`src/rtl/bcd_sw_pkg.sv`:
```
// Shared types and constants for the BCD stopwatch controller and its digit cells.
package bcd_sw_pkg;

    typedef enum logic [1:0] {
        IDLE  = 2'd0,
        RUN   = 2'd1,
        PAUSE = 2'd2,
        LAP   = 2'd3
    } sw_state_t;

    localparam int             BCD_W   = 4;
    localparam logic [BCD_W-1:0] BCD_MAX = 4'd9;

endpackage

```
`src/rtl/bcd_sw_digit.sv`:
```
// One decimal digit of the stopwatch count; At9 feeds the combinational carry chain.
module bcd_sw_digit
    import bcd_sw_pkg::*;
(
    input  logic             Clk,
    input  logic             Rst,
    input  logic             Clr,
    input  logic             Inc,
    output logic [BCD_W-1:0] q,
    output logic             At9
);

    // Digit register: counts 0..9 on Inc and wraps back to 0 after 9
    always_ff @(posedge Clk) begin
        if (Rst || Clr) begin
            q <= '0;
        end else if (Inc) begin
            q <= (q == BCD_MAX) ? '0 : q + BCD_W'(1);
        end
    end

    assign At9 = (q == BCD_MAX);

endmodule

```
`src/rtl/bcd_stopwatch_ctrl.sv`:
```
// Multi-digit BCD stopwatch: run/pause/lap sequencing, tick prescaler and digit chain.
// Optional lap readout is compiled in when the macro BCD_SW_LAP_EN is defined.
module bcd_stopwatch_ctrl
    import bcd_sw_pkg::*;
#(
    parameter int DIGITS   = 4,
    parameter int TICK_DIV = 50000
)
(
    input  logic                    Clk,
    input  logic                    Rst,
    input  logic                    Start_Stop,
    input  logic                    Clear,
    input  logic                    Lap,
    output logic [BCD_W*DIGITS-1:0] Cnt,
    output logic [BCD_W*DIGITS-1:0] Disp,
    output logic                    Running,
    output logic                    Ovf
);

    localparam int               PRE_W    = $clog2(TICK_DIV);
    localparam logic [PRE_W-1:0] PRE_LAST = PRE_W'(TICK_DIV - 1);

    sw_state_t        state_q;
    sw_state_t        state_d;
    logic [PRE_W-1:0] presc_q;
    logic             tick;
    logic             lap_req;
    logic [DIGITS-1:0] at9;

`ifdef BCD_SW_LAP_EN
    assign lap_req = Lap;
`else
    // Without the lap feature the Lap button has no effect at all
    assign lap_req = Lap & 1'b0;
`endif

    // Controller state register
    always_ff @(posedge Clk) begin
        if (Rst) begin
            state_q <= IDLE;
        end else begin
            state_q <= state_d;
        end
    end

    // Next-state logic: Clear beats Start_Stop, which beats Lap
    always_comb begin
        state_d = state_q;
        if (Clear) begin
            state_d = IDLE;
        end else if (Start_Stop) begin
            case (state_q)
                IDLE:    state_d = RUN;
                RUN:     state_d = PAUSE;
                PAUSE:   state_d = RUN;
                LAP:     state_d = PAUSE;
                default: state_d = IDLE;
            endcase
        end else if (lap_req) begin
            case (state_q)
                RUN:     state_d = LAP;
                LAP:     state_d = RUN;
                default: state_d = state_q;
            endcase
        end
    end

    assign Running = (state_q == RUN) || (state_q == LAP);
    assign tick    = Running && (presc_q == PRE_LAST);

    // Prescaler: advances only while running and holds through a pause
    always_ff @(posedge Clk) begin
        if (Rst || Clear) begin
            presc_q <= '0;
        end else if (tick) begin
            presc_q <= '0;
        end else if (Running) begin
            presc_q <= presc_q + PRE_W'(1);
        end
    end

    // Digit chain: digit k advances on a tick when every lower digit reads 9
    for (genvar k = 0; k < DIGITS; k++) begin : g_digit
        logic inc;
        if (k == 0) begin : g_lsd
            assign inc = tick;
        end else begin : g_upper
            assign inc = tick && (&at9[k-1:0]);
        end

        bcd_sw_digit u_digit (
            .Clk (Clk),
            .Rst (Rst),
            .Clr (Clear),
            .Inc (inc),
            .q   (Cnt[BCD_W*k +: BCD_W]),
            .At9 (at9[k])
        );
    end

    // Sticky overflow flag, set when a tick wraps all-9s back to zero
    always_ff @(posedge Clk) begin
        if (Rst || Clear) begin
            Ovf <= 1'b0;
        end else if (tick && (&at9)) begin
            Ovf <= 1'b1;
        end
    end

`ifdef BCD_SW_LAP_EN
    logic [BCD_W*DIGITS-1:0] lap_q;

    // Lap register: captures the pre-tick count when a lap freezes the display
    always_ff @(posedge Clk) begin
        if (Rst || Clear) begin
            lap_q <= '0;
        end else if ((state_q == RUN) && !Start_Stop && Lap) begin
            lap_q <= Cnt;
        end
    end

    assign Disp = (state_q == LAP) ? lap_q : Cnt;
`else
    assign Disp = Cnt;
`endif

endmodule

```
`config.mk`:
```
export PLATFORM = sky130hd
export DESIGN_NAME = bcd_stopwatch_ctrl
export DESIGN_NICKNAME = d
export VERILOG_FILES = /design/src/rtl/bcd_sw_pkg.sv /design/src/rtl/bcd_sw_digit.sv /design/src/rtl/bcd_stopwatch_ctrl.sv
export SDC_FILE = /design/constraint.sdc
export NUM_CORES = 1
export LEC_CHECK = 0
export ABC_AREA = 1
export BUFFER_PORTS_ARGS = -buffer_cell sky130_fd_sc_hd__buf_4
export CAP_MARGIN = 20
export CORE_MARGIN = 2
export CORE_UTILIZATION = 28
export CTS_CLUSTER_DIAMETER = 150
export DETAILED_ROUTE_END_ITERATION = 8
export GPL_ROUTABILITY_DRIVEN = 0
export PLACE_DENSITY = 0.53
export SYNTH_ARGS = -nofsm -noshare
export SYNTH_HDL_FRONTEND = slang
export SYNTH_SLANG_ARGS = --single-unit
export TNS_END_PERCENT = 1
```
`constraint.sdc`:
```
create_clock -name Clk -period 3.9 [get_ports Clk]
set_input_delay 0.39 -clock Clk [delete_from_list [all_inputs] [get_ports Clk]]
set_output_delay 0.39 -clock Clk [all_outputs]
set_load 0.02 [all_outputs]
```
==> report_table.html, run 1 <==
<table>
<tr><th>Metric</th><th>Value</th></tr>
<tr><th colspan="2">Synth</th></tr>
<tr><td>Most area-hungry cell type in the Yosys netlist</td><td>sky130_fd_sc_hd__dfxtp_1</td></tr>
<tr><td>Number of synthesized register bits</td><td>34</td></tr>
<tr><td>Top post-synthesis cells by area</td><td>sky130_fd_sc_hd__dfxtp_1, sky130_fd_sc_hd__nand2_1, sky130_fd_sc_hd__nor2_1</td></tr>
<tr><td>Instance count of the mapped netlist</td><td>291</td></tr>
<tr><td>Number of nets in the synthesized netlist</td><td>297</td></tr>
<tr><td>Share of the synthesized area in the top cell type</td><td>0.357</td></tr>
<tr><td>Synthesized cell area</td><td>1910 um^2</td></tr>
<tr><td>Average instance area after synthesis</td><td>6.55 um^2</td></tr>
<tr><td>Seq/Total Area, Yosys</td><td>0.357</td></tr>
<tr><td>Synth unique cells</td><td>28</td></tr>
<tr><td>Ys Warns</td><td>0</td></tr>
<tr><th colspan="2">Setup path</th></tr>
<tr><td>End of the worst register-to-register path</td><td>g_digit[0].u_digit.q[3]$_SDFFE_PP0P_</td></tr>
<tr><td>Series of cell instances along the critical path</td><td>nand3_2 -&gt; nor2_4 -&gt; nand3_4 -&gt; nand2_4 -&gt; inv_1 -&gt; nand2_1 -&gt; o21ai_0</td></tr>
<tr><td>Slowest stage cell on the critical path</td><td>sky130_fd_sc_hd__dfxtp_1</td></tr>
<tr><td>Largest fanout on the critical path</td><td>16</td></tr>
<tr><td>Kind of critical path</td><td>reg -&gt; reg</td></tr>
<tr><td>Worst path max stage delay</td><td>500 ps</td></tr>
<tr><td>Register-to-register path setup slack</td><td>2300 ps</td></tr>
<tr><td>CP Data Required Time</td><td>4070 ps</td></tr>
<tr><td>Critical path arrival</td><td>1770 ps</td></tr>
<tr><td>Startpoint types</td><td>flop</td></tr>
<tr><td>Startpoint of the lowest-slack register-to-register path</td><td>state_q[0]$_SDFFE_PP0P_</td></tr>
<tr><td>Crit path capture type</td><td>flop</td></tr>
<tr><td>R2R cell count</td><td>7</td></tr>
<tr><th colspan="2">STA</th></tr>
<tr><td>Final setup viols</td><td>0</td></tr>
<tr><td>Period utilization</td><td>0.410</td></tr>
<tr><td>Highest Clock Rate</td><td>626 MHz</td></tr>
<tr><td>Total Negative Setup Slacks</td><td>0 ps</td></tr>
<tr><td>Count of final max-slew check failures</td><td>0</td></tr>
<tr><td>PnR worst setup slack</td><td>2300 ps</td></tr>
<tr><td>Worst Max-Slew Pin Slew</td><td>312 ps</td></tr>
<tr><td>Setup repair after global routing missed its margin</td><td>false</td></tr>
<tr><td>Tightest slew margin relative to the limit</td><td>0.791</td></tr>
<tr><td>Final min period</td><td>1600 ps</td></tr>
<tr><td>Final number of hold-violating endpoints</td><td>0</td></tr>
<tr><td>Setup clock skew after layout</td><td>7.14 ps</td></tr>
<tr><th colspan="2">Layout</th></tr>
<tr><td>Layout cell share with drive strength beyond 1</td><td>0.178</td></tr>
<tr><td>N_diodes</td><td>0</td></tr>
<tr><td>Final cell utilization of the core</td><td>0.334</td></tr>
<tr><td>Leading cell types in the layout, fill and taps excluded</td><td>sky130_fd_sc_hd__nand2_1, sky130_fd_sc_hd__nor2_1, sky130_fd_sc_hd__buf_4, sky130_fd_sc_hd__inv_1, sky130_fd_sc_hd__dfxtp_1</td></tr>
<tr><td>Fill count</td><td>759</td></tr>
<tr><td>Commonest non-fill, non-tap cell in the layout</td><td>sky130_fd_sc_hd__nand2_1</td></tr>
<tr><td>Area added between synthesis and finish</td><td>17.0%</td></tr>
<tr><td>Final net count</td><td>322</td></tr>
<tr><th colspan="2">Clocking</th></tr>
<tr><td>Worst-Skew Late Latency</td><td>280 ps</td></tr>
<tr><td>Number of hold buffers added after CTS</td><td>0</td></tr>
<tr><td>Post-cts resize count</td><td>0</td></tr>
<tr><td>Clock sink count</td><td>34</td></tr>
<tr><td>Clock tree buffer depth</td><td>2</td></tr>
<tr><td>H-tree Lvls</td><td>2</td></tr>
<tr><td>CTS tree</td><td>built</td></tr>
<tr><td>Root cell of the clock tree</td><td>sky130_fd_sc_hd__clkbuf_8</td></tr>
<tr><td>Number of clock buffers inserted by TritonCTS</td><td>5</td></tr>
<tr><td>Total setup buffers inserted after CTS</td><td>0</td></tr>
<tr><td>Clock transition time at the flip-flop clock pins of the worst setup and hold paths</td><td>70 ps</td></tr>
<tr><th colspan="2">Floorplanning</th></tr>
<tr><td>Number of I/O pins</td><td>39</td></tr>
<tr><td>Die outline height</td><td>86.5 um</td></tr>
<tr><td>Rows</td><td>30</td></tr>
<tr><td>Total core area</td><td>6680 um^2</td></tr>
<tr><td>Initial cell density of the core</td><td>0.285</td></tr>
<tr><td>Die W</td><td>86.5 um</td></tr>
<tr><td>Area of the die</td><td>7490 um^2</td></tr>
<tr><th colspan="2">Power</th></tr>
<tr><td>Power density over cell area</td><td>280 nW/um^2</td></tr>
<tr><td>Tot Pwr</td><td>626 uW</td></tr>
<tr><td>LEAKAGE</td><td>0.000860 uW</td></tr>
<tr><td>Max rail drop VDD</td><td>0.141 mV</td></tr>
<tr><th colspan="2">Global route</th></tr>
<tr><td>Most heavily used metal layer in global routing</td><td>met2</td></tr>
<tr><td>Overflow left after global routing</td><td>0</td></tr>
<tr><td>Met2 global-route usage</td><td>0.162</td></tr>
<tr><td>Global routing usage on met1</td><td>0.157</td></tr>
<tr><td>First-pass GRT wire length</td><td>6.71 mm</td></tr>
<tr><td>Gr usage total</td><td>0.114</td></tr>
<tr><td>Global routing met3 resource utilization</td><td>0.0371</td></tr>
<tr><td>Antenna violations before repair</td><td>0</td></tr>
<tr><td>Via count of the first global-routing pass</td><td>1454</td></tr>
<tr><td>Pin count of the biggest net entering global routing</td><td>17</td></tr>
<tr><th colspan="2">Drt</th></tr>
<tr><td>Violation count after the first detailed-routing iteration</td><td>59</td></tr>
<tr><td>Sum of routed wire length over all layers</td><td>4.02 mm</td></tr>
<tr><td>Number of vias in the routed layout</td><td>1733</td></tr>
<tr><td>Mean routed wirelength per cell</td><td>10.2 um</td></tr>
<tr><td>Residual antenna-violating net count after detailed routing</td><td>0</td></tr>
<tr><td>Via density per instance</td><td>4.39</td></tr>
<tr><td>Remaining DRCs</td><td>0</td></tr>
<tr><td>Number of detailed-routing iterations run before antenna repair</td><td>4</td></tr>
<tr><th colspan="2">Outcome</th></tr>
<tr><td>Outcome</td><td>finished, final reports clean</td></tr>
<tr><th colspan="2">Hold path</th></tr>
<tr><td>Hold wc startpoint</td><td>Start_Stop</td></tr>
<tr><td>Path category of the worst min-delay check</td><td>in -&gt; reg</td></tr>
<tr><td>Hold Path Stages</td><td>4</td></tr>
<tr><td>End point of the most critical hold path</td><td>state_q[0]$_SDFFE_PP0P_</td></tr>
<tr><th colspan="2">Placement</th></tr>
<tr><td>Post-DP HPWL</td><td>2.98 mm</td></tr>
<tr><td>DP Worst Slack</td><td>2280 ps</td></tr>
<tr><td># port buffers</td><td>37</td></tr>
<tr><th colspan="2">Flow run</th></tr>
<tr><td># Max-Cap Violations</td><td>0</td></tr>
</table>
[area by class of cell]
| cell class | instances | area, um^2 | share of cell area |
|---|---|---|---|
| tap | 80 | 100 | 0.0449 |
| multi-input combinational | 199 | 940 | 0.421 |
| timing repair buffer | 38 | 285 | 0.128 |
| sequential | 34 | 681 | 0.305 |
| inverter | 38 | 143 | 0.0639 |
| clock buffer | 6 | 82.6 | 0.0370 |
[cells by family after synthesis]
kind of cell	Yosys count	synth area share
buf+inv	58	0.150
fa+ha+maj	1	0.00656
simple gates	157	0.365
xor+xnor	6	0.0276
flops	34	0.357
compound gates	35	0.0938
[sequential cells by signal (all words and copies together) (netlist names)]
name               count
Ovf                    1
state_q                1
presc_q               16
g_digit.u_digit.q     16
[stage by stage]
step                      cell area, um^2  cells  hold WS [ps]
after floorplan                      1910    291           448
after global placement               2150    389           472
after detailed placement             2150    389           479
after CTS                            2230    395           370
after global routing                 2230    395           376
final                                2230    395           384
[power by group]
group	switching [uW]	internal, uW
Combinational	11.1	6.67
Sequential	1.43	348
Clock	123	136
Total	135	491
[how the worst max path moves through the flow]
stage                                               startpoint                                    to  slack (ps)  cells past startpoint
after global placement                 state_q[0]$_SDFFE_PP0P_  g_digit[0].u_digit.q[3]$_SDFFE_PP0P_        2290                      7
after CTS                              state_q[0]$_SDFFE_PP0P_  g_digit[0].u_digit.q[3]$_SDFFE_PP0P_        2270                      7
after floorplan           g_digit[0].u_digit.q[0]$_SDFFE_PP0P_  g_digit[3].u_digit.q[3]$_SDFFE_PP0P_        2510                      9
after detailed placement               state_q[0]$_SDFFE_PP0P_  g_digit[0].u_digit.q[3]$_SDFFE_PP0P_        2280                      7
final                                  state_q[0]$_SDFFE_PP0P_  g_digit[0].u_digit.q[3]$_SDFFE_PP0P_        2300                      7
after global routing                   state_q[0]$_SDFFE_PP0P_  g_digit[0].u_digit.q[3]$_SDFFE_PP0P_        2130                      7
[cell usage after synthesis]
cell type / n
sky130_fd_sc_hd__nor2_1: 50
sky130_fd_sc_hd__clkinv_1: 1
sky130_fd_sc_hd__nand2_1: 70
sky130_fd_sc_hd__inv_1: 35
sky130_fd_sc_hd__o21ai_0: 10
sky130_fd_sc_hd__a31oi_1: 1
sky130_fd_sc_hd__nand3_2: 1
sky130_fd_sc_hd__nor2_2: 3
sky130_fd_sc_hd__inv_2: 2
sky130_fd_sc_hd__o21ai_1: 3
sky130_fd_sc_hd__nor2_4: 4
sky130_fd_sc_hd__xor2_1: 5
sky130_fd_sc_hd__nor3b_1: 1
sky130_fd_sc_hd__nand3_1: 16
sky130_fd_sc_hd__a21oi_1: 20
sky130_fd_sc_hd__nor3_1: 7
sky130_fd_sc_hd__dfxtp_1: 34
sky130_fd_sc_hd__ha_1: 1
sky130_fd_sc_hd__buf_4: 18
sky130_fd_sc_hd__nand2_4: 1
sky130_fd_sc_hd__buf_2: 1
sky130_fd_sc_hd__a21boi_0: 1
sky130_fd_sc_hd__nand4_1: 1
sky130_fd_sc_hd__nand3b_1: 1
sky130_fd_sc_hd__or2_0: 1
sky130_fd_sc_hd__xnor2_1: 1
sky130_fd_sc_hd__nand3_4: 1
sky130_fd_sc_hd__clkbuf_1: 1
[critical path: cells and delay by family (launching register included)]
family / cells / cell delay, ps
simple gates: 5 / 790
flops: 1 / 500
buf+inv: 1 / 120
compound gates: 1 / 70
[metal layers]
| metal | wire length [um] | share of wire |
|---|---|---|
| met2 | 1740 | 0.43 |
| met4 | 38 | 0.0094 |
| met3 | 127 | 0.032 |
| met1 | 2110 | 0.53 |
| met5 | 0 | 0 |
(Power assumes the default switching activity.)
==> inputs of run 2 (changes only) <==
ABC_AREA = 0   (was 1)
PLACE_DENSITY = 0.54   (was 0.53)
clock period = 1.7 ns   (was 3.9 ns; I/O delays follow)
==> run 2 against run 1 <==
  * The run now ends with setup timing left
  * Cell count decreased by 13%
  * Area after synthesis decreased by 7.3%
  * Total power increased by 120%
  * Critical endpoint is now g_digit[3].u_digit.q[2]$_SDFFE_PP0P_
==> report_table.html, run 2 <==
<table>
<tr><th>Metric</th><th>Value</th></tr>
<tr><th colspan="2">Outcome</th></tr>
<tr><td>Outcome</td><td>finished, violations left</td></tr>
<tr><td>Violations in the final reports</td><td>setup timing</td></tr>
<tr><th colspan="2">Global route</th></tr>
<tr><td>First-pass GRT wire length</td><td>6.74 mm (+0.52%)</td></tr>
<tr><td>Met2 global-route usage</td><td>0.199 (+0.0379)</td></tr>
<tr><td>Global routing usage on met1</td><td>0.138 (-0.0188)</td></tr>
<tr><td>Pin count of the biggest net entering global routing</td><td>17 (unchanged)</td></tr>
<tr><td>Most heavily used metal layer in global routing</td><td>met2</td></tr>
<tr><td>Overflow left after global routing</td><td>0 (unchanged)</td></tr>
<tr><td>Global routing met3 resource utilization</td><td>0.0427 (+0.00560)</td></tr>
<tr><td>Antenna violations before repair</td><td>0 (unchanged)</td></tr>
<tr><td>Gr usage total</td><td>0.119 (+0.00566)</td></tr>
<tr><td>Via count of the first global-routing pass</td><td>1487 (+2.3%)</td></tr>
<tr><th colspan="2">Flow run</th></tr>
<tr><td># Max-Cap Violations</td><td>0 (unchanged)</td></tr>
<tr><th colspan="2">Synth</th></tr>
<tr><td>Instance count of the mapped netlist</td><td>205 (-30%)</td></tr>
<tr><td>Number of nets in the synthesized netlist</td><td>211 (-29%)</td></tr>
<tr><td>Average instance area after synthesis</td><td>8.62 um^2 (+32%)</td></tr>
<tr><td>Seq/Total Area, Yosys</td><td>0.385 (+0.0283)</td></tr>
<tr><td>Number of synthesized register bits</td><td>34 (unchanged)</td></tr>
<tr><td>Most used standard cell by instance count after synthesis</td><td>sky130_fd_sc_hd__nor2_1</td></tr>
<tr><td>Top post-synthesis cells by area</td><td>sky130_fd_sc_hd__dfxtp_1, sky130_fd_sc_hd__xor2_1, sky130_fd_sc_hd__nor2_1</td></tr>
<tr><td>Most frequently used flop master after synthesis</td><td>sky130_fd_sc_hd__dfxtp_1</td></tr>
<tr><td>Share of the synthesized area in the top cell type</td><td>0.385 (+0.0283)</td></tr>
<tr><td>Number of enable flip-flop cells after synthesis</td><td>0 (unchanged)</td></tr>
<tr><td>Post-synth top cells</td><td>sky130_fd_sc_hd__nor2_1, sky130_fd_sc_hd__dfxtp_1, sky130_fd_sc_hd__buf_4, sky130_fd_sc_hd__xor2_1, sky130_fd_sc_hd__nand4_1</td></tr>
<tr><td>Synthesized cell area</td><td>1770 um^2 (-7.3%)</td></tr>
<tr><td>Synth unique cells</td><td>38 (+36%)</td></tr>
<tr><td>Most area-hungry cell type in the Yosys netlist</td><td>sky130_fd_sc_hd__dfxtp_1</td></tr>
<tr><td>Synth async-reset ratio</td><td>0 (unchanged)</td></tr>
<tr><td>Ys Warns</td><td>0 (unchanged)</td></tr>
<tr><th colspan="2">Floorplanning</th></tr>
<tr><td>Area of the die</td><td>6960 um^2 (-7.0%)</td></tr>
<tr><td>Die outline height</td><td>83.4 um (-3.6%)</td></tr>
<tr><td>Die W</td><td>83.4 um (-3.6%)</td></tr>
<tr><td>Total core area</td><td>6030 um^2 (-9.8%)</td></tr>
<tr><td>Rows</td><td>28 (-6.7%)</td></tr>
<tr><td>Initial cell density of the core</td><td>0.293 (+0.00780)</td></tr>
<tr><td>Number of I/O pins</td><td>39 (unchanged)</td></tr>
<tr><th colspan="2">Layout</th></tr>
<tr><td>Commonest non-fill, non-tap cell in the layout</td><td>sky130_fd_sc_hd__buf_4</td></tr>
<tr><td>Layout cell share with drive strength beyond 1</td><td>0.371 (+0.193)</td></tr>
<tr><td>Area added between synthesis and finish</td><td>37.3%</td></tr>
<tr><td>Non-filler instance count after layout</td><td>342 (-13%)</td></tr>
<tr><td>N_diodes</td><td>0 (unchanged)</td></tr>
<tr><td>Final net count</td><td>273 (-15%)</td></tr>
<tr><td>Final cell utilization of the core</td><td>0.402 (+0.0685)</td></tr>
<tr><td>Leading cell types in the layout, fill and taps excluded</td><td>sky130_fd_sc_hd__buf_4, sky130_fd_sc_hd__nor2_1, sky130_fd_sc_hd__dfxtp_1, sky130_fd_sc_hd__xor2_1, sky130_fd_sc_hd__nand4_1</td></tr>
<tr><td>Largest registers</td><td>g_digit.u_digit.q: 16 flops, presc_q: 16 flops</td></tr>
<tr><th colspan="2">Placement</th></tr>
<tr><td>Post-DP HPWL</td><td>2.89 mm (-3.1%)</td></tr>
<tr><td># port buffers</td><td>37 (unchanged)</td></tr>
<tr><td>Total placed cells including tap cells</td><td>334 (-14%)</td></tr>
<tr><th colspan="2">STA</th></tr>
<tr><td>Highest Clock Rate</td><td>586 MHz (-6.5%)</td></tr>
<tr><td>Final number of hold-violating endpoints</td><td>0 (unchanged)</td></tr>
<tr><td>Setup repair after global routing missed its margin</td><td>true</td></tr>
<tr><td>Worst Max-Slew Pin Slew</td><td>500 ps (+188 ps)</td></tr>
<tr><td>Period utilization</td><td>1.00 (+0.595)</td></tr>
<tr><td>Count of final max-slew check failures</td><td>0 (unchanged)</td></tr>
<tr><td>Hold WS</td><td>117 ps (-267 ps)</td></tr>
<tr><td>Final setup viols</td><td>1 (+1)</td></tr>
<tr><td>Tightest slew margin relative to the limit</td><td>0.665 (-0.126)</td></tr>
<tr><td>Total Negative Setup Slacks</td><td>-7.60 ps (-7.60 ps)</td></tr>
<tr><td>Final min period</td><td>1710 ps (+110 ps)</td></tr>
<tr><td>PnR worst setup slack</td><td>-7.60 ps (-2310 ps)</td></tr>
<tr><td>Setup clock skew after layout</td><td>2.70 ps (-4.43 ps)</td></tr>
<tr><th colspan="2">Drt</th></tr>
<tr><td>Sum of routed wire length over all layers</td><td>3.77 mm (-6.4%)</td></tr>
<tr><td>Number of detailed-routing iterations run before antenna repair</td><td>4 (unchanged)</td></tr>
<tr><td>Remaining DRCs</td><td>0 (unchanged)</td></tr>
<tr><td>Number of vias in the routed layout</td><td>1566 (-9.6%)</td></tr>
<tr><td>Via density per instance</td><td>4.58 (+4.4%)</td></tr>
<tr><td>Mean routed wirelength per cell</td><td>11.0 um (+8.1%)</td></tr>
<tr><td>Residual antenna-violating net count after detailed routing</td><td>0 (unchanged)</td></tr>
<tr><td>Violation count after the first detailed-routing iteration</td><td>45 (-24%)</td></tr>
<tr><th colspan="2">Power</th></tr>
<tr><td>Combinational fraction of design power</td><td>0.030 (+0.002)</td></tr>
<tr><td>Pint</td><td>1100 uW (+120%)</td></tr>
<tr><td>Tot Pwr</td><td>1400 uW (+120%)</td></tr>
<tr><td>Psw</td><td>298 uW (+120%)</td></tr>
<tr><td>Relative contribution of sequential cells to total power</td><td>0.573 (+0.015)</td></tr>
<tr><td>Clk pwr share</td><td>0.397 (-0.016)</td></tr>
<tr><td>LEAKAGE</td><td>0.00102 uW (+18%)</td></tr>
<tr><td>Max rail drop VDD</td><td>0.220 mV (+57%)</td></tr>
<tr><td>Sw frac</td><td>0.213 (-0.00248)</td></tr>
<tr><td>Power density over cell area</td><td>575 nW/um^2 (+110%)</td></tr>
<tr><th colspan="2">Setup path</th></tr>
<tr><td>CP Data Required Time</td><td>1920 ps (-2150 ps)</td></tr>
<tr><td>Largest fanout on the critical path</td><td>4 (-12)</td></tr>
<tr><td>Startpoint types</td><td>flop</td></tr>
<tr><td>Kind of critical path</td><td>reg -&gt; reg</td></tr>
<tr><td>Crit path capture type</td><td>flop</td></tr>
<tr><td>Critical path arrival</td><td>1920 ps (+150 ps)</td></tr>
<tr><th colspan="2">Clocking</th></tr>
<tr><td>Worst-Skew Late Latency</td><td>280 ps (about the same)</td></tr>
<tr><td>Root cell of the clock tree</td><td>sky130_fd_sc_hd__clkbuf_8</td></tr>
<tr><td>Clock tree buffer depth</td><td>2 (unchanged)</td></tr>
<tr><td>H-tree Lvls</td><td>2 (unchanged)</td></tr>
<tr><td>Clock sink count</td><td>34 (unchanged)</td></tr>
<tr><td>CTS tree</td><td>built</td></tr>
<tr><td>Number of clock buffers inserted by TritonCTS</td><td>5 (unchanged)</td></tr>
<tr><td>Number of hold buffers added after CTS</td><td>0 (unchanged)</td></tr>
<tr><td>Clock transition time at the flip-flop clock pins of the worst setup and hold paths</td><td>60 ps (about the same)</td></tr>
<tr><th colspan="2">Hold path</th></tr>
<tr><td>Path category of the worst min-delay check</td><td>in -&gt; reg</td></tr>
</table>
run 2: per-stage QoR:
stage,area (um^2),setup slack (ps)
after floorplan,1780,-19.9
after global placement,2290,-87.3
after detailed placement,2290,-89.8
after CTS,2400,3.59
after global routing,2420,-155
final,2420,-7.60
run 2: worst paths after layout:
kind	to	slack, ps	cells after the start	start
setup / recovery	g_digit[3].u_digit.q[2]$_SDFFE_PP0P_	-8	7	presc_q[1]$_SDFFE_PP0N_
hold / removal	state_q[0]$_SDFFE_PP0P_	120	3	Start_Stop
setup reg to reg	g_digit[3].u_digit.q[2]$_SDFFE_PP0P_	-8	7	presc_q[1]$_SDFFE_PP0N_
hold reg to reg	Ovf$_SDFFE_PP0P_	500	2	Ovf$_SDFFE_PP0P_
run 2: timing repair:
action                                  CTS  global route
gates cloned                              0             0
gates resized for setup                   6             5
hold endpoints to repair                  0             0
setup buffers                             1             0
pin swaps                                 6             0
endpoints found under the setup margin   15            26
run 2: layout make-up:
cell class                 instances  area (um^2)
clock buffer                       7         76.3
fill                             621         3600
inverter                           6         22.5
multi-input combinational        141          946
sequential                        34          686
tap                               75         93.8
timing repair buffer              79          601
run 2: cells by family after synthesis:
| family | synth area share |
|---|---|
| xor gates and xnor gates | 0.109 |
| AOI/OAI and AO/OA | 0.0503 |
| muxes | 0.0340 |
| adders and majority gates | 0.00708 |
| DFF | 0.385 |
| and+or+nand+nor | 0.307 |
| buffers and inverters | 0.108 |
run 2: routing by layer:
layer / part of all wire / vias up
met2: 0.48 / 29
li1: - / 813
met1: 0.45 / 719
met3: 0.049 / 5
met5: 0 / -
met4: 0.016 / 0
run 2: critical path, cell delays in order (launching register included):
cell and delay, ps:
sky130_fd_sc_hd__dfxtp_2 330, sky130_fd_sc_hd__ha_2 170, sky130_fd_sc_hd__and3_4 190, sky130_fd_sc_hd__and4_1 210
sky130_fd_sc_hd__buf_4 140, sky130_fd_sc_hd__nand4_4 80, sky130_fd_sc_hd__or4_1 400, sky130_fd_sc_hd__a21oi_1 130
run 2: power groups by stage:
| stage | clock network (uW) | registers [uW] | logic, uW |
|---|---|---|---|
| after floorplan | 0 | 818 | 25.1 |
| final | 554 | 800 | 41.7 |
| after global routing | 625 | 799 | 45.9 |
| after global placement | 0 | 817 | 40.4 |
| after CTS | 576 | 799 | 41.0 |
| after detailed placement | 0 | 818 | 40.9 |
